<file path="src/rtl/map_ram_arbiter_pkg.sv">
// Shared constants for the occupancy-map RAM and its arbiter.
package map_ram_arbiter_pkg;
  localparam int GRID_W = 40;
  localparam int GRID_H = 40;
  localparam int CELL_W = 2;
  localparam int ADDR_W = 11;

  localparam logic [1:0] CELL_FREE    = 2'b00;
  localparam logic [1:0] CELL_OBST    = 2'b01;
  localparam logic [1:0] CELL_PATH    = 2'b10;
  localparam logic [1:0] CELL_UNKNOWN = 2'b11;

  typedef logic [0:0] state_t;
  localparam state_t ST_CLEAR = 1'b0;
  localparam state_t ST_RUN   = 1'b1;
endpackage

</file>
<file path="src/rtl/map_ram.sv">
// Single-port map storage, synchronous read with one cycle of latency.
module map_ram
  import map_ram_arbiter_pkg::*;
#(
  parameter int DEPTH = GRID_W * GRID_H,
  parameter int WIDTH = CELL_W
) (
  input  logic              i_clk,
  input  logic              i_we,
  input  logic [ADDR_W-1:0] i_addr,
  input  logic [WIDTH-1:0]  i_wdata,
  output logic [WIDTH-1:0]  o_rdata
);

  logic [WIDTH-1:0] r_mem [DEPTH];
  logic [WIDTH-1:0] r_rdata;

  always_ff @(posedge i_clk) begin
    if (i_we) r_mem[i_addr] <= i_wdata;
    r_rdata <= r_mem[i_addr];
  end

  assign o_rdata = r_rdata;

endmodule

</file>
<file path="src/rtl/map_ram_arbiter.sv">
// Three-requester arbiter (display > round-robin search/loader) in front of the
// map RAM, with a clear sweep that initialises every cell after reset or on request.
//   state    | meaning
//   ST_CLEAR | sweeping CLEAR_VAL into every address, no grants
//   ST_RUN   | arbitrating requests
module map_ram_arbiter
  import map_ram_arbiter_pkg::*;
#(
  parameter int                 GRID_W    = map_ram_arbiter_pkg::GRID_W,
  parameter int                 GRID_H    = map_ram_arbiter_pkg::GRID_H,
  parameter int                 CELL_W    = map_ram_arbiter_pkg::CELL_W,
  parameter logic [CELL_W-1:0]  CLEAR_VAL = 2'b00
) (
  input  logic              sync,
  input  logic              reset,
  input  logic              clear_start,
  output logic              clear_busy,
  input  logic              disp_req,
  input  logic [5:0]        disp_x,
  input  logic [5:0]        disp_y,
  output logic              disp_gnt,
  output logic              disp_rvalid,
  output logic [CELL_W-1:0] disp_rdata,
  input  logic              srch_req,
  input  logic              srch_we,
  input  logic [5:0]        srch_x,
  input  logic [5:0]        srch_y,
  input  logic [CELL_W-1:0] srch_wdata,
  output logic              srch_gnt,
  output logic              srch_rvalid,
  output logic [CELL_W-1:0] srch_rdata,
  input  logic              load_req,
  input  logic [5:0]        load_x,
  input  logic [5:0]        load_y,
  input  logic [CELL_W-1:0] load_wdata,
  output logic              load_gnt,
  output logic              oob_err
);

  localparam int                NCELLS    = GRID_W * GRID_H;
  localparam logic [ADDR_W-1:0] LAST_ADDR = ADDR_W'(NCELLS - 1);

  state_t              r_state;
  logic [ADDR_W-1:0]   r_clr_addr;
  logic                r_rr_load;
  logic                r_oob_err;
  logic                r_rd_disp;
  logic                r_rd_srch;
  logic                r_rd_oob;
  logic [CELL_W-1:0]   r_disp_hold;
  logic [CELL_W-1:0]   r_srch_hold;

  logic                w_clearing;
  logic                w_run;
  logic                w_disp_gnt;
  logic                w_srch_gnt;
  logic                w_load_gnt;
  logic                w_any_gnt;
  logic                w_acc_we;
  logic [5:0]          w_x;
  logic [5:0]          w_y;
  logic [CELL_W-1:0]   w_wdata;
  logic                w_oob;
  logic [ADDR_W-1:0]   w_addr;
  logic                w_ram_we;
  logic [ADDR_W-1:0]   w_ram_addr;
  logic [CELL_W-1:0]   w_ram_wdata;
  logic [CELL_W-1:0]   w_ram_rdata;
  logic [CELL_W-1:0]   w_rd_val;

  assign w_clearing = (r_state == ST_CLEAR);
  // The clear_start cycle grants nothing so no read can return inside the sweep.
  assign w_run      = reset && (r_state == ST_RUN) && !clear_start;

  assign w_disp_gnt = w_run && disp_req;
  assign w_srch_gnt = w_run && !disp_req && srch_req && (!load_req || !r_rr_load);
  assign w_load_gnt = w_run && !disp_req && load_req && (!srch_req || r_rr_load);
  assign w_any_gnt  = w_disp_gnt || w_srch_gnt || w_load_gnt;

  always_comb begin
    w_x      = load_x;
    w_y      = load_y;
    w_wdata  = load_wdata;
    w_acc_we = 1'b1;
    if (w_disp_gnt) begin
      w_x      = disp_x;
      w_y      = disp_y;
      w_acc_we = 1'b0;
    end else if (w_srch_gnt) begin
      w_x      = srch_x;
      w_y      = srch_y;
      w_wdata  = srch_wdata;
      w_acc_we = srch_we;
    end
  end

  assign w_oob  = (int'(w_x) >= GRID_W) || (int'(w_y) >= GRID_H);
  assign w_addr = ADDR_W'(int'(w_y) * GRID_W + int'(w_x));

  assign w_ram_we    = w_clearing || (w_any_gnt && w_acc_we && !w_oob);
  assign w_ram_addr  = w_clearing ? r_clr_addr : (w_oob ? '0 : w_addr);
  assign w_ram_wdata = w_clearing ? CLEAR_VAL : w_wdata;

  map_ram #(
    .DEPTH (NCELLS),
    .WIDTH (CELL_W)
  ) u_map_ram (
    .i_clk   (sync),
    .i_we    (w_ram_we),
    .i_addr  (w_ram_addr),
    .i_wdata (w_ram_wdata),
    .o_rdata (w_ram_rdata)
  );

  assign w_rd_val = r_rd_oob ? {CELL_W{1'b1}} : w_ram_rdata;

  always_ff @(posedge sync) begin
    if (!reset) begin
      r_state     <= ST_CLEAR;
      r_clr_addr  <= '0;
      r_rr_load   <= 1'b0;
      r_oob_err   <= 1'b0;
      r_rd_disp   <= 1'b0;
      r_rd_srch   <= 1'b0;
      r_rd_oob    <= 1'b0;
      r_disp_hold <= '0;
      r_srch_hold <= '0;
    end else begin
      r_rd_disp <= w_disp_gnt;
      r_rd_srch <= w_srch_gnt && !srch_we;
      r_rd_oob  <= w_oob;
      if (r_rd_disp) r_disp_hold <= w_rd_val;
      if (r_rd_srch) r_srch_hold <= w_rd_val;
      if (w_srch_gnt || w_load_gnt) r_rr_load <= !r_rr_load;

      if (r_state == ST_CLEAR) begin
        if (r_clr_addr == LAST_ADDR) begin
          r_state    <= ST_RUN;
          r_clr_addr <= '0;
        end else begin
          r_clr_addr <= r_clr_addr + 1'b1;
        end
      end else if (clear_start) begin
        r_state    <= ST_CLEAR;
        r_clr_addr <= '0;
        r_oob_err  <= 1'b0;
      end else if (w_any_gnt && w_oob) begin
        r_oob_err <= 1'b1;
      end
    end
  end

  assign clear_busy  = w_clearing || !reset;
  assign disp_gnt    = w_disp_gnt;
  assign srch_gnt    = w_srch_gnt;
  assign load_gnt    = w_load_gnt;
  assign disp_rvalid = r_rd_disp;
  assign srch_rvalid = r_rd_srch;
  assign disp_rdata  = r_rd_disp ? w_rd_val : r_disp_hold;
  assign srch_rdata  = r_rd_srch ? w_rd_val : r_srch_hold;
  assign oob_err     = r_oob_err;

endmodule
</file>
<file path="config.mk">
export PLATFORM = sky130hd
export DESIGN_NAME = map_ram_arbiter
export DESIGN_NICKNAME = d
export VERILOG_FILES = /design/src/rtl/map_ram_arbiter_pkg.sv /design/src/rtl/map_ram.sv /design/src/rtl/map_ram_arbiter.sv
export SDC_FILE = /design/constraint.sdc
export NUM_CORES = 2
export LEC_CHECK = 0
export CAP_MARGIN = 5
export CORE_ASPECT_RATIO = 0.5
export CORE_MARGIN = 5
export CORE_UTILIZATION = 40
export CTS_CLUSTER_DIAMETER = 120
export DETAILED_ROUTE_END_ITERATION = 16
export PLACE_DENSITY = 0.61
export SLEW_MARGIN = 20
export SYNTH_ARGS = -nofsm -noshare
export SYNTH_HDL_FRONTEND = slang
export SYNTH_SLANG_ARGS = --single-unit
export TNS_END_PERCENT = 50
</file>
<file path="constraint.sdc">
create_clock -name sync -period 110.5 [get_ports sync]
set_input_delay 27.625 -clock sync [delete_from_list [all_inputs] [get_ports sync]]
set_output_delay 27.625 -clock sync [all_outputs]
set_load 0.02 [all_outputs]
</file>
-- Word-level counts from Yosys, hierarchy flattened
Memory sizes are Yosys's and may differ from the RTL's. A register that Yosys moved wholly into a read port is not among the register bits.
Cells that the tools add are included.
Widths: inputs -> output; s select.
- flip-flop bits (word level): 21
- bits in writable memories: 3200
- input port bits: 47
- output and inout port bits: 11
- word-level logic and storage cells: 72
- memories kept: 1
- memory list (name ; words ; width ; rd ports ; clocked after memory_dff ; write ports ; line ; source):
    u_map_ram.r_mem ; 1600 ; 2 ; 1 ; 1 ; 1 ; map_ram.sv:15 ; logic [WIDTH-1:0] r_mem [DEPTH];
- add/subtract/negate cells: 2
- $mul: 1
- $lt $le $gt $ge: 2
- equal/unequal tests: 2
- multiplexer cells: 24
- bitwise logic cells: 1
- reduce and logical (&&, ||, !) cells: 30
- operators with widths (operator ; number):
    $mux 11 ; 5
    $mux 6 ; 4
    $ge 6x6->1 const B ; 2
    $logic_and 1x1->1 ; 12
    $mux 2 ; 6
    $add 11x1->11 const B ; 1
    $add 11x6->11 ; 1
    $eq 11x11->1 const B ; 1
    $mux 1 ; 9
    $logic_not 1->1 ; 8
    $logic_or 1x1->1 ; 8
    $mul 6x3->8 const B ; 1
    $ne 2x2->1 const B ; 1
    $reduce_and 2->1 ; 1
    $reduce_bool 2->1 ; 1
    $not 1->1 ; 1

-- Depth between registers and ports, before layout
- depth after elaboration: 14
- depth in mapped cells: 23
- depth with buffers taken out: 19

-- By module
From an unflattened synthesis, not the netlist that was laid out.
- cell total of the unflattened synthesis: 8638
- area total of the unflattened synthesis: 131170.8 µm²
- by module, submodules not included (module ; instances ; cells an instance ; area an instance (µm²) ; sequential area each (µm²)):
    map_ram ; 1 ; 8392 ; 129357.8 ; 96132.2
    map_ram_arbiter ; 1 ; 246 ; 1813.0 ; 420.4

-- Worst setup path after synthesis
Ideal clock, no wire load.
- kind: input -> register
- start: in clear_start
- end: mem u_map_ram.r_mem[0][0] (netlist bit) (data pin)
- setup time: 7.646 ns
- arrival time: 66.135 ns
- data required time: 102.854 ns
- setup slack: 36.719 ns
- cell stages on the path: 5
- path buffers: 1
- path through: nand3b_2 > clkbuf_1 > nor3_1 > mux2i_1 > nor2_1
- word-level cells in the longest chain between the ends: 8
- elaborated cells on any way between the ends: 9
- ends and longest elaborated chain (what ; line ; source):
    start: declaration ; map_ram_arbiter.sv:16 ; input logic clear_start,
    $logic_not 1->1 ; map_ram_arbiter.sv:73 ; assign w_run = reset && (r_state == ST_RUN) && !clear_start;
    $logic_and 1x1->1 ; map_ram_arbiter.sv:73 ;
    $logic_and 1x1->1 (3 in a row) ; map_ram_arbiter.sv:76 ; assign w_srch_gnt = w_run && !disp_req && srch_req && (!load_req || !r_rr_load);
    via srch_gnt ; map_ram_arbiter.sv:29 ; output logic srch_gnt,
    $mux 2 ; map_ram_arbiter.sv:89 ; end else if (w_srch_gnt) begin
    $mux 2 ; map_ram_arbiter.sv:85 ; if (w_disp_gnt) begin
    $mux 2 ; map_ram_arbiter.sv:102 ; assign w_ram_wdata = w_clearing ? CLEAR_VAL : w_wdata;
    via u_map_ram.i_wdata[0] ; map_ram.sv:11 ; input logic [WIDTH-1:0] i_wdata,
    end: declaration ; map_ram.sv:15 ;
The timed path passes the listed nets, and every way through them passes these cells.

-- Final worst setup path
- start: in reset
- end: out disp_gnt
- word-level cells in the longest chain between the ends: 3
- ends and longest elaborated chain (what ; line ; source):
    start: declaration ; map_ram_arbiter.sv:15 ; input logic reset,
    $logic_and 1x1->1 (2 in a row) ; map_ram_arbiter.sv:73 ;
    $logic_and 1x1->1 ; map_ram_arbiter.sv:75 ; assign w_disp_gnt = w_run && disp_req;
    end: declaration ; map_ram_arbiter.sv:21 ; output logic disp_gnt,
No other way between the ends.

==> impl_metrics.py <==
metrics = {
    "outcome": {
        "status": "complete, no violations",
    },
    "clock_tree": {
        "post_cts_buffers": 0,
        "clk_pin_slew_ns": 0.07,
        "cts.sinks": 3223,
        "cts_tree": "done",
        "root_buffer": "clkbuf_16",
        "ctsHtreeMaxLevel": 5,
        "hold_buffers": 0,
        "ctsResizeCount": 0,
        "cts_buffers": 313,
        "clk_latency_ns": 0.91,
        "cts_buffer_depth": 4,
    },
    "die": {
        "initial_core_util_pct": 40.3,
        "die_area_mm2": 0.383,
        "std_cell_rows": 157,
        "ioPinCount": 58,
        "core-area_mm2": 0.367,
        "chipWidth_um": 870,
        "die-height_um": 440,
    },
    "yosys": {
        "syn_area_mm2": 0.148,
        "ys_seq_area_share_pct": 65.3,
        "syn_area_per_cell_um2": 12.7,
        "yosys_register_bits": 3223,
        "synth_fp_nets": 11700,
        "synth-async-reset-ratio_pct": 0,
        "synth_edf_count": 3200,
        "yosysWarnings": 0,
        "synth_ff_type": "edfxtp_1",
        "netlist_instances": 11700,
        "yosys.cell_types.count": 77,
    },
    "route": {
        "drcViolationCount": 0,
        "first_pass_iters": 10,
        "wirelength_um": 525000,
        "wire_per_inst_um": 32.0,
        "vias_per_cell": 6.62,
        "vias": 109000,
        "antenna_left": 0,
        "drtIter0Drc": 16500,
    },
    "hold_path": {
        "holdCritPathClass": "reg -> reg",
        "worstHoldPathCells": 2,
    },
    "pwr": {
        "finalPower_mw": 2.60,
        "power_leakage_nw": 51.1,
        "power_density_mw_per_mm2": 15.9,
        "worst_ir_drop_vdd_uv": 11.6,
    },
    "sta": {
        "hold_viol": 0,
        "holdWs_ns": 0.498,
        "drv_slew": 0,
        "rsz0062_at_grt": "no",
        "clock.fmax_mhz": 17.3,
        "finalSetupViolCount": 0,
        "tightest_slew_ns": 1.23,
        "slew_headroom_pct": 18.2,
        "min_period_ns": 57.75,
        "setup_tns_ns": 0,
        "fin_skew_ns": 0.0392,
        "worst_slack_ns": 52.75,
        "period_share_pct": 52.3,
    },
    "layout": {
        "final_cells": 16400,
        "fillers": 33200,
        "layout_common_cells": "edfxtp_1 (3200), nor2_1 (2002), a22oi_1 (1150)",
        "nets": 11300,
        "drive_gt1_share_pct": 14.3,
        "area_growth_pct": 10.6,
        "final_common_cell": "edfxtp_1",
    },
    "worst_setup_path": {
        "path_max_fanout": 17,
        "worst_ep_required_time_ns": 82.88,
        "cp_data_arrival_time_ns": 30.13,
        "worst-path-stages": 5,
        "r2r.worst_path.cells": 19,
        "crit_buf_inv": 3,
        "r2r_slack_ns": 101.59,
        "crit_family": "buffers and inverters",
        "crit_path_start_kind": "input port",
        "crit_type": "in -> out",
        "max_stage_delay_ns": 0.77,
        "path_cells": "clkdlybuf4s50_1 > and3b_1 > nand2_2 > inv_2 > clkdlybuf4s50_1",
        "worstSetupEndpointType": "output port",
        "slowest_stage": "clkdlybuf4s50_1",
        "cpMostUsedCell": "clkdlybuf4s50_1",
    },
    "global_routing": {
        "grt_max_degree": 211,
        "grt_pass1_wl_um": 743000,
        "gr-total-overflow": 0,
        "antenna_found_initial": 34,
        "grt_pass1_vias": 106000,
        "grtUsageTotal_pct": 26.2,
    },
    "placed_design": {
        "pre_cts_ws_ns": 52.76,
        "dp_hpwl_um": 276000,
        "gp_congestion": 0.856,
        "dp.cells": 15800,
        "portBuffers": 57,
    },
    "flow_run": {
        "max-cap-violations": 0,
    },
}
Yosys cell counts, drive strengths merged, types with 14 or more instances:
cell | number | share of area, %
edfxtp | 3200 | 65
nor2 | 2019 | 5.1
a22oi | 1150 | 5.8
mux2 | 771 | 5.9
clkbuf | 750 | 1.9
nand2 | 688 | 1.7
a21oi | 514 | 1.7
o22ai | 423 | 1.8
buf | 376 | 1.1
mux2i | 337 | 2.3
a31oi | 309 | 1.3
a221oi | 255 | 1.5
nand3 | 115 | 0.39
a221o | 90 | 0.61
a22o | 54 | 0.32
o22a | 52 | 0.31
o2bb2ai | 47 | 0.28
a2111oi | 46 | 0.27
o21ai | 40 | 0.14
a222oi | 33 | 0.22
a211oi | 31 | 0.16
nor4 | 31 | 0.13
o221ai | 31 | 0.18
nor3 | 30 | 0.10
a2111o | 23 | 0.18
dfxtp | 23 | 0.31
or4 | 20 | 0.10
o31ai | 14 | 0.071
power breakdown:
part / switching (mW) / internal, mW
combinational: 0.131 / 0.0782
clock: 0.477 / 0.586
sequential: 0.00143 / 1.32
total: 0.609 / 1.99
through the flow:
stage               utilization [%]  cell area (um2)
global route                   44.5           163000
finish                         44.5           163000
detailed placement             41.8           154000
CTS                            44.5           163000
floorplan                         -           148000
global placement               41.8           153000
sequential cells by signal, summed over array words and instances, names as in the netlist:
signal and cells:
srch_rvalid 1, disp_rvalid 1, u_map_ram.o_rdata 2, oob_err 1, r_rd_oob 1, r_srch_hold 2, r_state 1, r_disp_hold 2
r_clr_addr 11, u_map_ram.r_mem 3200, r_rr_load 1
layout make-up:
cell class	count	area (um2)	share of cell area, %
clock inverter	163	1390	0.852
tap	4929	6170	3.77
clock buffer	387	8330	5.10
sequential	3223	96600	59.1
antenna	11	27.5	0.0168
multi-input combinational	7293	47500	29.0
timing repair buffer	377	3430	2.10
inverter	13	48.8	0.0299
logic make-up (layout without fill, tap and decap cells):
kind of cell	after synthesis	in the layout	synth area share, %
flops	3223	3223	65.3
compound gates	3184	3184	15.4
buf+inv	1139	940	3.03
mux	1108	1108	8.16
xor+xnor	12	12	0.0711
fa+ha+maj	14	14	0.129
simple gates	2975	2975	7.94
other cells	0	11	0
worst reg2reg max path, delay by kind of cell (launching register included):
family	cells	cell delay, ns
AOI/OAI and AO/OA	7	2.14
buffers and inverters	5	3.11
and+or+nand+nor	7	2.98
DFF	1	0.62
final timing paths:
| check | start | endpoint |
|---|---|---|
| hold / removal | oob_err | oob_err |
| hold reg to reg | oob_err | oob_err |
| setup reg to reg | r_state | u_map_ram.o_rdata[1] |
| setup / recovery | reset | disp_gnt |
per-layer routing:
metal  up-vias  track usage, %  share of wire (%)  wire length [um]
li1      44700               -                  -                 -
met1     55300            35.4                 39            202000
met2      7375            40.1                 44            231000
met3      1232            6.49                 13             66800
met4        12            11.9                4.8             25100
met5         -               0              0.015                80
(Power assumes the default switching activity.)
